[src/rtl/ysyx_25040101_csr_unit_if.sv]
// Bus between the execute stage and the M-mode CSR unit: CSR access,
// trap/mret/retire events, interrupt lines and the fetch redirect.
interface ysyx_25040101_csr_unit_if;
  logic [11:0] csr_index_i;
  logic [1:0]  csr_op_i;
  logic [31:0] csr_src_i;
  logic [31:0] csr_rdata_o;
  logic        illegal_o;
  logic        exc_valid_i;
  logic [4:0]  exc_cause_i;
  logic [31:0] exc_tval_i;
  logic [31:0] pc_i;
  logic        irq_ok_i;
  logic        mret_i;
  logic        retire_i;
  logic        irq_timer_i;
  logic        irq_ext_i;
  logic        trap_o;
  logic [31:0] trap_pc_o;
  logic [31:0] mepc_o;
  logic        irq_pend_o;

  modport slave (
    input  csr_index_i, csr_op_i, csr_src_i,
    input  exc_valid_i, exc_cause_i, exc_tval_i, pc_i,
    input  irq_ok_i, mret_i, retire_i, irq_timer_i, irq_ext_i,
    output csr_rdata_o, illegal_o, trap_o, trap_pc_o, mepc_o, irq_pend_o
  );

  modport master (
    output csr_index_i, csr_op_i, csr_src_i,
    output exc_valid_i, exc_cause_i, exc_tval_i, pc_i,
    output irq_ok_i, mret_i, retire_i, irq_timer_i, irq_ext_i,
    input  csr_rdata_o, illegal_o, trap_o, trap_pc_o, mepc_o, irq_pend_o
  );
endinterface

[src/rtl/ysyx_25040101_csr_unit.sv]
// M-mode CSR file: CSR read/modify/write, exception/interrupt/mret commit,
// 64-bit mcycle/minstret and a registered one-cycle fetch redirect.
module ysyx_25040101_csr_unit #(
  parameter logic [31:0] HART_ID   = 32'h0,
  parameter logic [31:0] MTVEC_RST = 32'h0,
  parameter int          CNT_EN    = 1,
  parameter int          NUM_VEC   = 16
) (
  input logic                         clk,
  input logic                         rst,
  ysyx_25040101_csr_unit_if.slave     bus
);

  localparam logic [11:0] A_MSTATUS  = 12'h300;
  localparam logic [11:0] A_MISA     = 12'h301;
  localparam logic [11:0] A_MIE      = 12'h304;
  localparam logic [11:0] A_MTVEC    = 12'h305;
  localparam logic [11:0] A_MSCRATCH = 12'h340;
  localparam logic [11:0] A_MEPC     = 12'h341;
  localparam logic [11:0] A_MCAUSE   = 12'h342;
  localparam logic [11:0] A_MTVAL    = 12'h343;
  localparam logic [11:0] A_MIP      = 12'h344;
  localparam logic [11:0] A_MCYCLE   = 12'hB00;
  localparam logic [11:0] A_MINSTRET = 12'hB02;
  localparam logic [11:0] A_MCYCLEH  = 12'hB80;
  localparam logic [11:0] A_MINSTRETH= 12'hB82;
  localparam logic [11:0] A_MHARTID  = 12'hF14;
  localparam logic [31:0] MISA_VAL   = 32'h4000_0100;

  localparam logic [1:0] OP_RW = 2'b01;
  localparam logic [1:0] OP_RS = 2'b10;
  localparam logic [1:0] OP_RC = 2'b11;

  logic        r_mstatus_mie;
  logic        r_mstatus_mpie;
  logic        r_mie_mtie;
  logic        r_mie_meie;
  logic [29:0] r_mtvec_base;
  logic        r_mtvec_vec;
  logic [31:0] r_mscratch;
  logic [31:0] r_mepc;
  logic [31:0] r_mcause;
  logic [31:0] r_mtval;
  logic        r_trap;
  logic [31:0] r_trap_pc;

  logic [31:0] w_mstatus;
  logic [31:0] w_mie;
  logic [31:0] w_mip;
  logic [31:0] w_mtvec;
  logic [31:0] w_old;
  logic        w_known;
  logic        w_ro;
  logic        w_wr_req;
  logic        w_illegal;
  logic [31:0] w_wdata;
  logic        w_csr_we;
  logic        w_irq_pend;
  logic        w_exc;
  logic        w_irq_take;
  logic        w_mret;
  logic        w_trap_enter;
  logic [4:0]  w_irq_cause;
  logic [4:0]  w_cause;
  logic [31:0] w_trap_target;
  logic [63:0] w_cnt [2];

  assign w_mstatus = {19'b0, 2'b11, 3'b0, r_mstatus_mpie, 3'b0, r_mstatus_mie, 3'b0};
  assign w_mie     = {20'b0, r_mie_meie, 3'b0, r_mie_mtie, 7'b0};
  assign w_mip     = {20'b0, bus.irq_ext_i, 3'b0, bus.irq_timer_i, 7'b0};
  assign w_mtvec   = {r_mtvec_base, 1'b0, r_mtvec_vec};

  always_comb begin
    w_old   = '0;
    w_known = 1'b1;
    w_ro    = 1'b0;
    case (bus.csr_index_i)
      A_MSTATUS:   w_old = w_mstatus;
      A_MISA:      begin w_old = MISA_VAL; w_ro = 1'b1; end
      A_MIE:       w_old = w_mie;
      A_MTVEC:     w_old = w_mtvec;
      A_MSCRATCH:  w_old = r_mscratch;
      A_MEPC:      w_old = r_mepc;
      A_MCAUSE:    w_old = r_mcause;
      A_MTVAL:     w_old = r_mtval;
      A_MIP:       begin w_old = w_mip; w_ro = 1'b1; end
      A_MCYCLE:    w_old = w_cnt[0][31:0];
      A_MCYCLEH:   w_old = w_cnt[0][63:32];
      A_MINSTRET:  w_old = w_cnt[1][31:0];
      A_MINSTRETH: w_old = w_cnt[1][63:32];
      A_MHARTID:   begin w_old = HART_ID; w_ro = 1'b1; end
      default:     w_known = 1'b0;
    endcase
  end

  // RS/RC with a zero operand is a pure read, so it never counts as a write.
  assign w_wr_req  = (bus.csr_op_i == OP_RW) || (bus.csr_op_i[1] && (|bus.csr_src_i));
  assign w_illegal = (bus.csr_op_i != 2'b00) && (!w_known || (w_wr_req && w_ro));

  always_comb begin
    w_wdata = w_old;
    case (bus.csr_op_i)
      OP_RW:   w_wdata = bus.csr_src_i;
      OP_RS:   w_wdata = w_old | bus.csr_src_i;
      OP_RC:   w_wdata = w_old & ~bus.csr_src_i;
      default: w_wdata = w_old;
    endcase
  end

  assign w_irq_pend   = |(w_mip & w_mie);
  assign w_exc        = bus.exc_valid_i && !r_trap;
  assign w_irq_take   = !r_trap && bus.irq_ok_i && r_mstatus_mie && w_irq_pend
                        && !bus.exc_valid_i;
  assign w_mret       = bus.mret_i && !r_trap && !w_exc && !w_irq_take;
  assign w_trap_enter = w_exc || w_irq_take;
  assign w_csr_we     = w_wr_req && !w_illegal && !r_trap && !bus.exc_valid_i
                        && !w_irq_take && !bus.mret_i;

  assign w_irq_cause = (bus.irq_ext_i && r_mie_meie) ? 5'd11 : 5'd7;
  assign w_cause     = w_exc ? bus.exc_cause_i : w_irq_cause;

  always_comb begin
    w_trap_target = {r_mtvec_base, 2'b00};
    if (r_mtvec_vec && w_irq_take && (32'(w_cause) < 32'(NUM_VEC)))
      w_trap_target = {r_mtvec_base, 2'b00} + {25'b0, w_cause, 2'b00};
  end

  always_ff @(posedge clk or posedge rst) begin
    if (rst) begin
      r_mstatus_mie  <= 1'b0;
      r_mstatus_mpie <= 1'b0;
      r_mie_mtie     <= 1'b0;
      r_mie_meie     <= 1'b0;
      r_mtvec_base   <= MTVEC_RST[31:2];
      r_mtvec_vec    <= (MTVEC_RST[1:0] == 2'b01);
      r_mscratch     <= '0;
      r_mepc         <= '0;
      r_mcause       <= '0;
      r_mtval        <= '0;
      r_trap         <= 1'b0;
      r_trap_pc      <= '0;
    end else begin
      r_trap <= 1'b0;
      if (w_trap_enter) begin
        r_mepc         <= bus.pc_i & 32'hFFFF_FFFC;
        r_mcause       <= {w_irq_take, 26'b0, w_cause};
        r_mtval        <= w_exc ? bus.exc_tval_i : 32'h0;
        r_mstatus_mpie <= r_mstatus_mie;
        r_mstatus_mie  <= 1'b0;
        r_trap         <= 1'b1;
        r_trap_pc      <= w_trap_target;
      end else if (w_mret) begin
        r_mstatus_mie  <= r_mstatus_mpie;
        r_mstatus_mpie <= 1'b1;
        r_trap         <= 1'b1;
        r_trap_pc      <= r_mepc;
      end else if (w_csr_we) begin
        case (bus.csr_index_i)
          A_MSTATUS: begin
            r_mstatus_mie  <= w_wdata[3];
            r_mstatus_mpie <= w_wdata[7];
          end
          A_MIE: begin
            r_mie_mtie <= w_wdata[7];
            r_mie_meie <= w_wdata[11];
          end
          A_MTVEC: begin
            // Modes 2/3 are reserved and collapse to direct.
            r_mtvec_base <= w_wdata[31:2];
            r_mtvec_vec  <= (w_wdata[1:0] == 2'b01);
          end
          A_MSCRATCH: r_mscratch <= w_wdata;
          A_MEPC:     r_mepc     <= w_wdata & 32'hFFFF_FFFC;
          A_MCAUSE:   r_mcause   <= w_wdata;
          A_MTVAL:    r_mtval    <= w_wdata;
          default:    ;
        endcase
      end
    end
  end

  // Counter 0 is mcycle, counter 1 is minstret.
  generate
    for (genvar gi = 0; gi < 2; gi++) begin : g_cnt
      localparam logic [11:0] A_LO = (gi == 0) ? A_MCYCLE  : A_MINSTRET;
      localparam logic [11:0] A_HI = (gi == 0) ? A_MCYCLEH : A_MINSTRETH;
      if (CNT_EN != 0) begin : g_on
        logic [63:0] r_cnt;
        logic        w_inc;
        assign w_inc = (gi == 0) ? 1'b1 : bus.retire_i;
        always_ff @(posedge clk or posedge rst) begin
          if (rst) begin
            r_cnt <= '0;
          end else if (w_csr_we && (bus.csr_index_i == A_LO)) begin
            r_cnt[31:0] <= w_wdata;
          end else if (w_csr_we && (bus.csr_index_i == A_HI)) begin
            r_cnt[63:32] <= w_wdata;
          end else if (w_inc) begin
            r_cnt <= r_cnt + 64'd1;
          end
        end
        assign w_cnt[gi] = r_cnt;
      end else begin : g_off
        assign w_cnt[gi] = 64'h0;
      end
    end
  endgenerate

  assign bus.csr_rdata_o = w_illegal ? 32'h0 : w_old;
  assign bus.illegal_o   = w_illegal;
  assign bus.trap_o      = r_trap;
  assign bus.trap_pc_o   = r_trap_pc;
  assign bus.mepc_o      = r_mepc;
  assign bus.irq_pend_o  = w_irq_pend;

endmodule

[src/flat_wrapper.sv]
// flat-port wrapper written by rule: the top's interface ports become plain ports
module ysyx_25040101_csr_unit_flat 
#(
  parameter logic [31:0] HART_ID   = 32'h0,
  parameter logic [31:0] MTVEC_RST = 32'h0,
  parameter int          CNT_EN    = 1,
  parameter int          NUM_VEC   = 16
)
  (clk, rst, bus_csr_index_i, bus_csr_op_i, bus_csr_src_i, bus_exc_valid_i, bus_exc_cause_i, bus_exc_tval_i, bus_pc_i, bus_irq_ok_i, bus_mret_i, bus_retire_i, bus_irq_timer_i, bus_irq_ext_i, bus_csr_rdata_o, bus_illegal_o, bus_trap_o, bus_trap_pc_o, bus_mepc_o, bus_irq_pend_o);
  ysyx_25040101_csr_unit_if bus_i ();
  input logic clk;
  input logic rst;
  input wire logic [$bits(bus_i.csr_index_i)-1:0] bus_csr_index_i;
  input wire logic [$bits(bus_i.csr_op_i)-1:0] bus_csr_op_i;
  input wire logic [$bits(bus_i.csr_src_i)-1:0] bus_csr_src_i;
  input wire logic [$bits(bus_i.exc_valid_i)-1:0] bus_exc_valid_i;
  input wire logic [$bits(bus_i.exc_cause_i)-1:0] bus_exc_cause_i;
  input wire logic [$bits(bus_i.exc_tval_i)-1:0] bus_exc_tval_i;
  input wire logic [$bits(bus_i.pc_i)-1:0] bus_pc_i;
  input wire logic [$bits(bus_i.irq_ok_i)-1:0] bus_irq_ok_i;
  input wire logic [$bits(bus_i.mret_i)-1:0] bus_mret_i;
  input wire logic [$bits(bus_i.retire_i)-1:0] bus_retire_i;
  input wire logic [$bits(bus_i.irq_timer_i)-1:0] bus_irq_timer_i;
  input wire logic [$bits(bus_i.irq_ext_i)-1:0] bus_irq_ext_i;
  output wire logic [$bits(bus_i.csr_rdata_o)-1:0] bus_csr_rdata_o;
  output wire logic [$bits(bus_i.illegal_o)-1:0] bus_illegal_o;
  output wire logic [$bits(bus_i.trap_o)-1:0] bus_trap_o;
  output wire logic [$bits(bus_i.trap_pc_o)-1:0] bus_trap_pc_o;
  output wire logic [$bits(bus_i.mepc_o)-1:0] bus_mepc_o;
  output wire logic [$bits(bus_i.irq_pend_o)-1:0] bus_irq_pend_o;
  assign bus_i.csr_index_i = bus_csr_index_i;
  assign bus_i.csr_op_i = bus_csr_op_i;
  assign bus_i.csr_src_i = bus_csr_src_i;
  assign bus_i.exc_valid_i = bus_exc_valid_i;
  assign bus_i.exc_cause_i = bus_exc_cause_i;
  assign bus_i.exc_tval_i = bus_exc_tval_i;
  assign bus_i.pc_i = bus_pc_i;
  assign bus_i.irq_ok_i = bus_irq_ok_i;
  assign bus_i.mret_i = bus_mret_i;
  assign bus_i.retire_i = bus_retire_i;
  assign bus_i.irq_timer_i = bus_irq_timer_i;
  assign bus_i.irq_ext_i = bus_irq_ext_i;
  assign bus_csr_rdata_o = bus_i.csr_rdata_o;
  assign bus_illegal_o = bus_i.illegal_o;
  assign bus_trap_o = bus_i.trap_o;
  assign bus_trap_pc_o = bus_i.trap_pc_o;
  assign bus_mepc_o = bus_i.mepc_o;
  assign bus_irq_pend_o = bus_i.irq_pend_o;
  ysyx_25040101_csr_unit #(.HART_ID(HART_ID), .MTVEC_RST(MTVEC_RST), .CNT_EN(CNT_EN), .NUM_VEC(NUM_VEC)) u_core (.clk(clk), .rst(rst), .bus(bus_i));
endmodule
[config.mk]
export PLATFORM = sky130hd
export DESIGN_NAME = ysyx_25040101_csr_unit_flat
export DESIGN_NICKNAME = d
export VERILOG_FILES = /design/src/rtl/ysyx_25040101_csr_unit_if.sv /design/src/rtl/ysyx_25040101_csr_unit.sv /design/src/flat_wrapper.sv
export SDC_FILE = /design/constraint.sdc
export NUM_CORES = 1
export LEC_CHECK = 0
export ABC_AREA = 1
export CAP_MARGIN = 20
export CORE_UTILIZATION = 35
export DETAILED_ROUTE_END_ITERATION = 10
export PLACE_DENSITY = 0.64
export SYNTH_ARGS = -nofsm -noshare
export SYNTH_HDL_FRONTEND = slang
export SYNTH_SLANG_ARGS = --single-unit
[constraint.sdc]
create_clock -name clk -period 13.4 [get_ports clk]
set_clock_uncertainty 0.15 [all_clocks]
set_input_delay 2.68 -clock clk [delete_from_list [all_inputs] [get_ports clk]]
set_output_delay 2.68 -clock clk [all_outputs]
set_load 0.05 [all_outputs]
# == Word-level counts from Yosys, hierarchy flattened ==
# Index checks and enable logic that the tools add are counted.
# classes
add_sub_neg,3
n_mul,0
div_mod_pow,0
order_cmp,1
n_eq_ne,21
shifts,0
n_mux,40
bitwise_logic,7
reduce_logical,56
# ops
op,n
$mux 32,23
$pmux 32 s13,1
$add 64x1->64 const B,2
$eq 12x10->1 const B,9
$pmux 32 s3,1
$mux 64,1
$reduce_or 32->1,2
$eq 12x12->1 const B,5
$add 32x7->32,1
$and 32x32->32,1
$not 32->32,1
$or 32x32->32,1
$logic_and 1x1->1,23
$reduce_bool 2->1,8
$reduce_or 14->1,1
$and 12x12->12,1
$mux 1,12
$reduce_and 4->1,3
$reduce_and 3->1,3
$logic_not 1->1,7
$reduce_and 2->1,3
$reduce_bool 3->1,2
$lt 5x5->1 const B,1
$mux 5,1
other kinds (8),15
# word_totals
register_bits,324
latch_bits,0
mem_bits_rw,0
mem_bits_ro,0
n_memories,0

# == Longest topological paths before layout ==
# depth
word_depth,15
mapped_depth,17

# == Least setup slack after synthesis ==
# No wires, ideal clock.
# synth_timing
kind,input to output
startpoint,in bus_csr_index_i[5]
endpoint,out bus_csr_rdata_o[11]
t_arrival_ns,4.785
required_ns,10.570
path_slack_ns,5.785
cell_stages,11
path_cell_list,nor2_1 nand2_2 nor2_2 buf_4 nand2_1 nand3_1 nor2_1 nand3_2 and2_1 inv_1 a31oi_1
# synth_via
elab_chain_len,7
word_cells_on_any_way,24
# synth_rtl
element,line,rtl
start: declaration,flat_wrapper.sv:13,input wire logic [$bits(bus_i.csr_index_i)-1:0] bus_csr_index_i;
$eq 12x10->1 or $eq 12x12->1 (tied branches),ysyx_25040101_csr_unit.sv:77,case (bus.csr_index_i)
$reduce_or 14->1 (no source line) or $reduce_or 3->1 (tied branches),-,
$mux 1,ysyx_25040101_csr_unit.sv:77,
$logic_not 1->1 or $logic_and 1x1->1 (tied branches),ysyx_25040101_csr_unit.sv:98,assign w_illegal = (bus.csr_op_i != 2'b00) && (!w_known || (w_wr_req && w_ro));
$logic_or 1x1->1 *,ysyx_25040101_csr_unit.sv:98,
$logic_and 1x1->1 *,ysyx_25040101_csr_unit.sv:98,
net bus_illegal_o,flat_wrapper.sv:26,output wire logic [$bits(bus_i.illegal_o)-1:0] bus_illegal_o;
$mux 32 *,ysyx_25040101_csr_unit.sv:209,assign bus.csr_rdata_o = w_illegal ? 32'h0 : w_old;
end: declaration,flat_wrapper.sv:25,output wire logic [$bits(bus_i.csr_rdata_o)-1:0] bus_csr_rdata_o;
# Mark *: on every way through the listed nets, which the timed path passes. The rest lies on a longest branch.

# == Worst setup path in the final report ==
# layout_timing
startpoint,in bus_csr_index_i[8]
endpoint,out bus_csr_rdata_o[10]
# layout_via
elab_chain_len,7
word_cells_on_any_way,24
# layout_rtl
element,line
$eq 12x10->1 or $eq 12x12->1 (tied branches),ysyx_25040101_csr_unit.sv:77
$reduce_or 14->1 (no source line) or $reduce_or 3->1 (tied branches),-
$mux 1,ysyx_25040101_csr_unit.sv:77
$logic_not 1->1 or $logic_and 1x1->1 (tied branches),ysyx_25040101_csr_unit.sv:98
$logic_or 1x1->1,ysyx_25040101_csr_unit.sv:98
$logic_and 1x1->1,ysyx_25040101_csr_unit.sv:98
$mux 32 *,ysyx_25040101_csr_unit.sv:209
# Mark *: on every way between the ends. The rest lies on a longest branch, timed or not.

==> results <==
- The period utilization is 71.97%.
- CTS placed an instance of sky130_fd_sc_hd__clkbuf_16 at the clock tree root.
- The cell count after synthesis came out at roughly 3,600.
- The count of endpoints failing hold in the final timing report came to 0.
- The number of flops mapped to enable cells by yosys is 0.
- The analysis attributes to net switching a power of 0.0009566 W.
- After synthesis, the cell types taking the most area are sky130_fd_sc_hd__dfrtp_1 36%, sky130_fd_sc_hd__nand2_1 25%, sky130_fd_sc_hd__nand3_1 8.2%.
- The most numerous cell type found on the critical path is sky130_fd_sc_hd__nor2_1.
- The slew at the pin closest to its max-slew limit is 1.098 ns.
- The number of search-and-repair iterations in the first detailed-routing pass is 6.
- Timing would allow up to around 100 MHz.
- The congestion estimate from routability-driven global placement came to between 1 and 1.5.
- The count of H-tree levels built during CTS is 2.
- Of all cell types, the one taking the most synthesized area is sky130_fd_sc_hd__dfrtp_1.
- The number of antenna violations at the first check in global routing is 0.
- In the final layout, the multi-input gates occupy between 10,000 and 15,000 µm².
- The cell-internal power is 0.001960 W.
- The number of core rows is 92.
- The total power after layout is between 0.002 and 0.003 W.
- Counting flops and latches in the post-synthesis netlist gives 320.
- The per-cell via count in the routed design is about 5.4.
- The highest-delay cell along the critical path is sky130_fd_sc_hd__clkdlybuf4s50_1.
- The number of global-route vias before repair came to about 23,000.
- Relative to the synthesized area, the layout overhead comes to 18.99%.
- The switching share of power is roughly a third.
- The share of total power dissipated in the clock network is between 40 and 50%.
- After clock tree synthesis, the clock-pin slew on the worst setup and hold paths is roughly 0.060 ns.
- The most used flip-flop cell after synthesis is sky130_fd_sc_hd__dfrtp_1.
- For this configuration, the core starts out at a cell density of between 30% and 40%.
- At the worst endpoint, the arrival time is just under 7 ns.
- The routed design has about 100,000 µm of wire.
- Across the run, the number of max-cap violations was 0.
- The wire length of the first global-routing pass is 149,200 µm.
- The final count of negative-setup-slack endpoints is 0.
- Counting tap cells, the placed design contains a total of 4,536 instances.
- For this block, the initial DRC count from the detailed router was roughly 3,200.
- In the final timing run, aggregate negative setup slack is 0 ns.
- Yosys printed 0 warnings.
- The die covers 65,110 µm².
- In this run the tightest slew margin relative to its limit is between 20% and 30%.
- The sequential-to-total area share from yosys stat is about 36%.
- The share of total power in combinational logic is roughly a fifth.
- The chip width is 255.2 µm.
- The number of gates resized after CTS is 0.
- The total routing resource utilization after global routing is between 30% and 40%.
- The non-filler instance count after layout is about 4,600.
- The count of unique library cells instantiated by Yosys is 45.
- The fraction of final layout cells sized beyond drive strength 1 is under 10%.
- STA classifies the critical path endpoint as a primary output.
- The signal on the critical path passes through clkdlybuf4s50_1, nand2_1, nor2_1, nand2_1, nor2_1, buf_4, inv_1, nor2_1, nor2_1, nand3_1, clkdlybuf4s50_1.
- After synthesis the cells add up to 22,430 µm².
- The longest clock path from root to sink contains 3 buffers.
- In this run the static leakage power is between 10 and 15 nW.
- The clock tree from TritonCTS is built.
- The cell family contributing the most delay on the critical path is buffers and inverters.
- The largest fanout on the critical path is 13.
- The number of DRC violations after detailed routing is 0.
- The count of buffers added by post-CTS timing repair for setup is 0.
- The area fraction of the dominant cell type after synthesis is a little over a third.
- Setup repair after global routing left no endpoint under its margin.
- The number of placed I/O pins is approximately 220.
- The fraction of synthesis flops using an asynchronous set or reset pin is 100.0%.
- The worst hold path belongs to the class register to register.
- The post-detailed-placement half-perimeter wirelength is about 75,000 µm.
- The average footprint of a synthesized cell is between 6 and 7 µm².
- The number of port buffers is 215.
- STA classifies the critical path startpoint as a primary input.
- The post-layout net count is ~3,900.
- The number of antenna diodes in the final layout is 0.
- The number of buffers and inverters on the critical path is 4.
- Per report_power, the sequential group accounts for between 30% and 40% of the total.
- The number of clock buffers inserted by TritonCTS is 39.
- After filler insertion, the fill cell instance count of the layout stands at between 6,000 and 7,000.
- Data on the critical path is required at its endpoint by around 11 ns.
- The max-slew violation count is 0.
- Dividing the detail-routed wire length by the instance count gives 21.87 µm.
- The floorplan step defined a core boundary enclosing 63,200 µm².
- On the worst path, the slowest cell contributes a delay of between 0.8 and 0.9 ns.
- The number of clock sinks is 320.
- The run finished with clean final reports.
- The later pin in the worst-skew pair is clocked with a latency of around 0.6 ns.
- The largest voltage drop on the vdd net is 0.09027 mV.
- After clock tree synthesis, the flow added hold-fix buffers numbering 0.
- The total vias in the final route is 25,031.
- The maximum number of pins on one net before global-route repair is 144.
- The critical path is of the primary input to primary output type.
- In this run the remaining antenna-violating nets after routing total 0.
- Across the whole layout, storage elements account for about 8000 µm².
- Power spread over the standard cell area amounts to about 110 nW/µm².
- The total overflow left after global routing is 0.
- The time the final worst path needs with I/O delays and setup is about 9.6 ns.
- The overall die height is around 260 µm.
==> stage by stage <==
step / utilization, % / hold slack, ns / setup WS [ns] / cell area (µm²)
2_1_floorplan: - / 0.2919 / 1.714 / 22440
4_1_cts: 42.16 / 0.3220 / 3.915 / 26650
5_1_grt: 42.24 / 0.3328 / 3.599 / 26690
6_report: 42.24 / 0.3200 / 3.756 / 26690
3_3_place_gp: 39.92 / 0.3032 / 3.959 / 25230
3_5_place_dp: 39.92 / 0.3082 / 3.912 / 25230
==> layout by cell type (no fill, tap or decap), types with 3 or more instances in the layout <==
cell type,instances
sky130_fd_sc_hd__clkbuf_8,8
sky130_fd_sc_hd__xnor2_1,45
sky130_fd_sc_hd__buf_4,30
sky130_fd_sc_hd__nor3_1,56
sky130_fd_sc_hd__nand4_1,74
sky130_fd_sc_hd__nor2_2,14
sky130_fd_sc_hd__inv_2,17
sky130_fd_sc_hd__o21ai_0,114
sky130_fd_sc_hd__nand3_1,366
sky130_fd_sc_hd__o21bai_1,5
sky130_fd_sc_hd__clkbuf_1,7
sky130_fd_sc_hd__nand2_1,1509
sky130_fd_sc_hd__bufinv_16,7
sky130_fd_sc_hd__ha_1,7
sky130_fd_sc_hd__o221ai_1,4
sky130_fd_sc_hd__a21oi_1,28
sky130_fd_sc_hd__clkinv_2,3
sky130_fd_sc_hd__o21ai_1,23
sky130_fd_sc_hd__or2_2,4
sky130_fd_sc_hd__nor4_1,12
sky130_fd_sc_hd__nor2_1,408
sky130_fd_sc_hd__nor2_4,7
sky130_fd_sc_hd__inv_1,286
sky130_fd_sc_hd__o211ai_1,20
sky130_fd_sc_hd__a31oi_1,4
sky130_fd_sc_hd__nand2_2,4
sky130_fd_sc_hd__o22ai_1,4
sky130_fd_sc_hd__dfrtp_1,320
sky130_fd_sc_hd__clkbuf_16,40
sky130_fd_sc_hd__conb_1,4
sky130_fd_sc_hd__nand3b_1,4
sky130_fd_sc_hd__xor2_1,87
sky130_fd_sc_hd__clkdlybuf4s50_1,214
==> power groups by stage <==
stage                     Sequential, W  Combinational (W)  Clock [W]
after floorplan                 0.00124           0.000245          0
after global placement          0.00115           0.000573          0
after detailed placement        0.00115           0.000577          0
after CTS                       0.00113           0.000579    0.00120
after global routing            0.00114           0.000633    0.00124
final                           0.00113           0.000586    0.00120
==> sequential cells by signal (all words and copies together) (netlist names) <==
signal                   cells
u_core.bus.trap_o            1
u_core.r_mstatus_mpie        1
u_core.r_mie_mtie            1
u_core.r_mie_meie            1
u_core.r_mtval              32
u_core.bus.trap_pc_o        30
u_core.r_mcause             32
u_core.r_mtvec_base         30
u_core.g_cnt.g_on.r_cnt    128
u_core.r_mstatus_mie         1
u_core.r_mscratch           32
u_core.r_mtvec_vec           1
u_core.bus.mepc_o           30
==> worst paths after layout <==
path | from | to | slack [ns] | cells past startpoint
min in group asynchronous | rst | u_core.bus.mepc_o[22] | 2.45 | 2
min reg2reg | u_core.r_mcause[8] | u_core.r_mcause[8] | 0.32 | 2
min | u_core.r_mcause[8] | u_core.r_mcause[8] | 0.32 | 2
max in group asynchronous | rst | u_core.r_mtval[2] | 8.44 | 4
max | bus_csr_index_i[8] | bus_csr_rdata_o[10] | 3.76 | 11
max reg2reg | u_core.bus.trap_o | u_core.bus.trap_pc_o[29] | 8.76 | 15
==> cell type report <==
type                            instances  area share, %
Timing Repair Buffer                  248          9.140
Clock inverter                         13          1.059
Clock buffer                           55          4.261
Sequential cell                       320          30.00
Tap cell                              846          3.966
Inverter                              305          4.317
Multi-Input combinational cell       2819          47.26
==> layer usage <==
metal	up-vias	GRT usage, %	routed length [µm]
li1	11586	-	-
met1	11942	46.09	45210
met2	1346	44.23	41980
met3	157	6.275	10540
met4	0	9.307	2981
met5	-	0	0
==> worst reg2reg max path, cell delays in order (launching register included) <==
cell and delay (ns):
sky130_fd_sc_hd__dfrtp_1 0.41, sky130_fd_sc_hd__nor2_2 0.81, sky130_fd_sc_hd__buf_4 0.39, sky130_fd_sc_hd__inv_1 0.14, sky130_fd_sc_hd__or2_2 0.34, sky130_fd_sc_hd__ha_1 0.29, sky130_fd_sc_hd__nand3_1 0.06, sky130_fd_sc_hd__nand3_1 0.09
sky130_fd_sc_hd__inv_1 0.06, sky130_fd_sc_hd__o21bai_1 0.36, sky130_fd_sc_hd__nand3_1 0.38, sky130_fd_sc_hd__nor3_1 0.62, sky130_fd_sc_hd__nand3_1 0.18, sky130_fd_sc_hd__nand2_1 0.10, sky130_fd_sc_hd__nand2_1 0.05, sky130_fd_sc_hd__o21bai_1 0.13
==> synthesized netlist by cell type, types with 2 or more instances <==
library cell               number
sky130_fd_sc_hd__a21oi_1       28
sky130_fd_sc_hd__buf_6          2
sky130_fd_sc_hd__buf_4         15
sky130_fd_sc_hd__buf_2         58
sky130_fd_sc_hd__and2_1         2
sky130_fd_sc_hd__nand4_1       74
sky130_fd_sc_hd__nor3_1        56
sky130_fd_sc_hd__nor4_1        12
sky130_fd_sc_hd__dfrtp_1      320
sky130_fd_sc_hd__nand3_1      366
sky130_fd_sc_hd__o221ai_1       4
sky130_fd_sc_hd__nand2_1     1509
sky130_fd_sc_hd__nor2_4         5
sky130_fd_sc_hd__nand3b_1       4
sky130_fd_sc_hd__buf_1          7
sky130_fd_sc_hd__nor2_2        11
sky130_fd_sc_hd__xor2_1        87
sky130_fd_sc_hd__nor2_1       413
sky130_fd_sc_hd__or2_2          4
sky130_fd_sc_hd__o211ai_1      20
sky130_fd_sc_hd__o21bai_1       5
sky130_fd_sc_hd__inv_2         17
sky130_fd_sc_hd__o21ai_1       23
sky130_fd_sc_hd__and3_1         2
sky130_fd_sc_hd__nand3_2        2
sky130_fd_sc_hd__nand2_2        4
sky130_fd_sc_hd__xnor2_1       45
sky130_fd_sc_hd__ha_1           7
sky130_fd_sc_hd__clkbuf_1      66
sky130_fd_sc_hd__a31oi_1        4
sky130_fd_sc_hd__o21ai_0      114
sky130_fd_sc_hd__o22ai_1        4
sky130_fd_sc_hd__inv_1        287
==> logic make-up after synthesis <==
group | share of synthesized area [%]
buffers and inverters | 8.221
flip-flops | 35.70
XOR/XNOR | 5.154
AO/OA/AOI/OAI | 5.042
AND/OR/NAND/NOR | 45.39
other | 0.01672
adder cells (fa/ha/maj) | 0.4797
(Power assumes the default switching activity.)
